## src/rtl/grf_wport_arbiter.sv

```systemverilog
// grf_wport_arbiter: arbitrates the single GRF write port between the W stage (A) and the MDU (B)
// Ports:
//   clk, reset                  clock and asynchronous active-high reset
//   a_req/a_wa/a_wd/a_pc, a_gnt pipeline writeback request and combinational grant
//   b_req/b_wa/b_wd/b_pc, b_gnt MDU writeback request and combinational grant
//   b_starve                    B holds forced priority this cycle
//   grf_we/grf_wa/grf_wd/grf_pc registered write issued to the GRF
module grf_wport_arbiter #(
    parameter int unsigned MAX_WAIT = 4
) (
    input  logic        clk,
    input  logic        reset,
    input  logic        a_req,
    input  logic [4:0]  a_wa,
    input  logic [31:0] a_wd,
    input  logic [31:0] a_pc,
    output logic        a_gnt,
    input  logic        b_req,
    input  logic [4:0]  b_wa,
    input  logic [31:0] b_wd,
    input  logic [31:0] b_pc,
    output logic        b_gnt,
    output logic        b_starve,
    output logic        grf_we,
    output logic [4:0]  grf_wa,
    output logic [31:0] grf_wd,
    output logic [31:0] grf_pc
);
    logic [3:0]  wcnt_q, wcnt_d;
    logic        we_q, we_d;
    logic [4:0]  wa_q, wa_d;
    logic [31:0] wd_q, wd_d, pc_q, pc_d;
    logic        any_gnt;
    // wcnt >= MAX_WAIT written as wcnt + 1 > MAX_WAIT so MAX_WAIT = 0 does not fold to a constant compare
    assign b_starve = ~reset & b_req & (({1'b0, wcnt_q} + 5'd1) > 5'(MAX_WAIT));
    assign b_gnt    = ~reset & b_req & (~a_req | b_starve);
    assign a_gnt    = ~reset & a_req & ~b_starve;
    assign any_gnt  = a_gnt | b_gnt;
    always_comb begin
        wcnt_d = (b_gnt | ~b_req) ? 4'd0 : ((wcnt_q == 4'd15) ? 4'd15 : wcnt_q + 4'd1);
        wa_d   = a_gnt ? a_wa : (b_gnt ? b_wa : wa_q);
        wd_d   = a_gnt ? a_wd : (b_gnt ? b_wd : wd_q);
        pc_d   = a_gnt ? a_pc : (b_gnt ? b_pc : pc_q);
        we_d   = any_gnt & (wa_d != 5'd0);
    end
    always_ff @(posedge clk or posedge reset) begin
        if (reset) begin
            wcnt_q <= 4'd0;
            we_q   <= 1'b0;
            wa_q   <= 5'd0;
            wd_q   <= 32'd0;
            pc_q   <= 32'd0;
        end else begin
            wcnt_q <= wcnt_d;
            we_q   <= we_d;
            wa_q   <= wa_d;
            wd_q   <= wd_d;
            pc_q   <= pc_d;
        end
    end
    assign grf_we = we_q;
    assign grf_wa = wa_q;
    assign grf_wd = wd_q;
    assign grf_pc = pc_q;
endmodule

```

## config.mk

```make
export PLATFORM = sky130hd
export DESIGN_NAME = grf_wport_arbiter
export DESIGN_NICKNAME = d
export VERILOG_FILES = /design/src/rtl/grf_wport_arbiter.sv
export SDC_FILE = /design/constraint.sdc
export NUM_CORES = 1
export LEC_CHECK = 0
export ABC_AREA = 1
export BUFFER_PORTS_ARGS = -buffer_cell sky130_fd_sc_hd__buf_2
export CORE_MARGIN = 5
export CORE_UTILIZATION = 43
export CTS_BUF_LIST = sky130_fd_sc_hd__clkbuf_4
export DETAILED_ROUTE_END_ITERATION = 7
export HOLD_SLACK_MARGIN = 0.06
export PLACE_DENSITY_LB_ADDON = 0.3
export SYNTH_ARGS = -nofsm -noshare
export SYNTH_HDL_FRONTEND = slang
export SYNTH_SLANG_ARGS = --single-unit
```

## constraint.sdc

```tcl
create_clock -name clk -period 2.36 [get_ports clk]
set_input_delay 0.236 -clock clk [delete_from_list [all_inputs] [get_ports clk]]
set_output_delay 0.236 -clock clk [all_outputs]
set_load 0.01 [all_outputs]
```

==> flow_summary.yaml <==
run_status:
  outcome: "complete, no violations"
global_route:
  grt_pass1_vias: 3954
  grt_max_degree: 75
  antenna_found_initial: 0
  grt_pass1_wl_um: 18400
  grtUsageTotal_pct: 20.0
  overflow: 0
synthesis:
  seq_area_frac_synth_pct: 47.8
  synth.distinct_cells: 24
  postSynthAreaPerCell_sq_um: 8.99
  ys_ff_latch: 74
  yosys.area.top_type_share_pct: 47.8
  synth_nets: 574
  post-synth-top-area-cell: "dfrtp_1"
  yosys_warnings: 0
  synth_cells: 431
  syn-cell-area_sq_mm: 0.00388
  yosys-top-cells-area: "dfrtp_1 (48%), o21ai_2 (11%), a21oi_1 (9.7%)"
critical_path:
  cp.arrival_ps: 1720
  r2r_cells: 9
  start_kind: "flop"
  crit_fanout: 36
  end_kind: "output pin"
  cp_data_required_time_ps: 2120
  critPathKind: "flop to output pin"
  r2r_slack_ps: 430
cells_and_area:
  utilization_pct: 57.1
  final_area_sq_mm: 0.00500
  drive_gt1_share_pct: 50.3
  diodes: 0
  final_cell_mix: "buf_2 (214), nor2_1 (80), a21oi_1 (75)"
  instances_no_fill: 750
  area_growth_syn_to_layout_pct: 29.0
  final_nets: 781
  final_common_cell: "buf_2"
  nFillCells: 828
placement:
  place_congestion: 0.808
  detailed_place_hpwl_um: 8440
  placed_area_sq_mm: 0.00490
  port_buffers: 214
  placed_cells: 734
cts:
  cts_tree: "yes"
  insertion_delay_ps: 390
  cts_setup_buffers: 0
  cts_root_buf: "clkbuf_4"
  clk_path_buf_depth: 2
  clock-sinks: 74
  htreeDepth: 3
  cts.reportedPaths.clkPinSlew_ps: 120
  numCtsBuffers: 9
power:
  ir_drop_mv: 0.239
  finalPower_mw: 3.11
  p_per_area_mw_per_mm2: 622
  power.leakage_nw: 2.60
sta:
  fmax_mhz: 510
  min_period_ps: 1960
  hold_viol: 0
  rsz0062_at_grt: "no"
  period_share_pct: 83.1
  final-setup-viol-count: 0
  fin_skew_ps: 11.7
  slew-limit-headroom_pct: 38.3
  final_max_slew_viol_count: 0
  tns_ps: 0
  worst_pin_slew_ps: 925
detailed_routing:
  wl_met1_um: 4400
  top_layer: "met4"
  viasPerCell: 5.01
  dr.pass1.iters: 4
  antenna_left: 0
  drt-total-wl_um: 11200
  drt_iter0_drc: 133
  route.detailed.drc: 0
  met2_length_um: 5590
  wl_per_cell_um: 14.9
  vias: 3758
  wl_met3_um: 1010
floorplan:
  initial_core_util_pct: 44.2
  die_w_um: 105
  ioPinCount: 215
  dieArea_sq_mm: 0.0110
  core-area_sq_mm: 0.00876
  die_h_um: 105
  core.rowCount: 34
worst_hold_path:
  whs_path_depth: 3
  hp-class: "input port to flop"
job:
  maxCapViolations: 0
==> flip-flops by register name, summed over array words and instances, names as in the netlist <==
signal / flops
grf_pc: 32
grf_wa: 5
grf_wd: 32
grf_we: 1
wcnt_q: 4
==> routing by layer <==
layer,track usage (%),vias to the layer above
met2,34.7,162
li1,-,1814
met1,23.9,1764
met4,5.84,0
met5,0,-
met3,6.23,18
==> logic make-up after synthesis <==
| group | share of synthesized area, % |
|---|---|
| compound gates | 23.5 |
| xor+xnor | 0.226 |
| fa+ha+maj | 0.323 |
| buf+inv | 9.20 |
| flops | 47.8 |
| simple gates | 18.9 |
==> layout make-up <==
cell class                 instances  area, sq um  share of cell area (%)
tap                              108          135                    2.70
clock buffer                       9         67.6                    1.35
sequential                        74         1850                    37.0
multi-input combinational        305         1670                    33.3
clock inverter                     6         25.0                   0.500
timing repair buffer             224         1160                    23.2
inverter                          24         92.6                    1.85
==> worst max-delay path, cell delays in order, from the launching register on <==
cell,delay (ps)
dfrtp_1,430
inv_1,100
nand2_1,90
nand2_4,120
nand2_8,170
inv_4,230
buf_2,180
==> Yosys cell counts <==
library cell,n
nand3_1,2
inv_4,1
nand2_2,30
a211oi_2,1
ha_1,1
buf_12,3
o21ai_2,50
nor2_1,80
or2_1,1
o21ai_0,5
inv_2,1
buf_4,4
a21oi_1,75
buf_6,11
a21oi_4,1
nor2_4,3
inv_1,22
buf_2,10
nand2_1,44
xor2_1,1
o21ai_1,9
dfrtp_1,74
nand2_4,1
nand2_8,1
==> where the power goes <==
| part | switching (mW) | internal, mW |
|---|---|---|
| Clock | 0.410 | 0.194 |
| Combinational | 0.519 | 0.402 |
| Sequential | 0.128 | 1.46 |
| Total | 1.06 | 2.06 |
==> stage by stage <==
step	hold slack, ps	setup slack, ps
after floorplan	406	194
after global placement	463	488
after detailed placement	474	411
after CTS	61.9	352
after global routing	60.9	168
final	89.4	399
==> final timing paths <==
kind                                 start    endpoint
worst max-delay path             wcnt_q[3]       a_gnt
worst min-delay path               a_pc[0]   grf_pc[0]
worst max register to register   wcnt_q[3]  grf_pc[20]
worst min register to register  grf_pc[10]  grf_pc[10]
max in group asynchronous            reset   grf_pc[2]
min in group asynchronous            reset   grf_wa[2]
==> repair_timing <==
item	4_1_cts	5_1_grt
hold buffers	0	1
endpoints found under the hold margin	0	1
resized for setup	0	0
(Power assumes the default switching activity.)
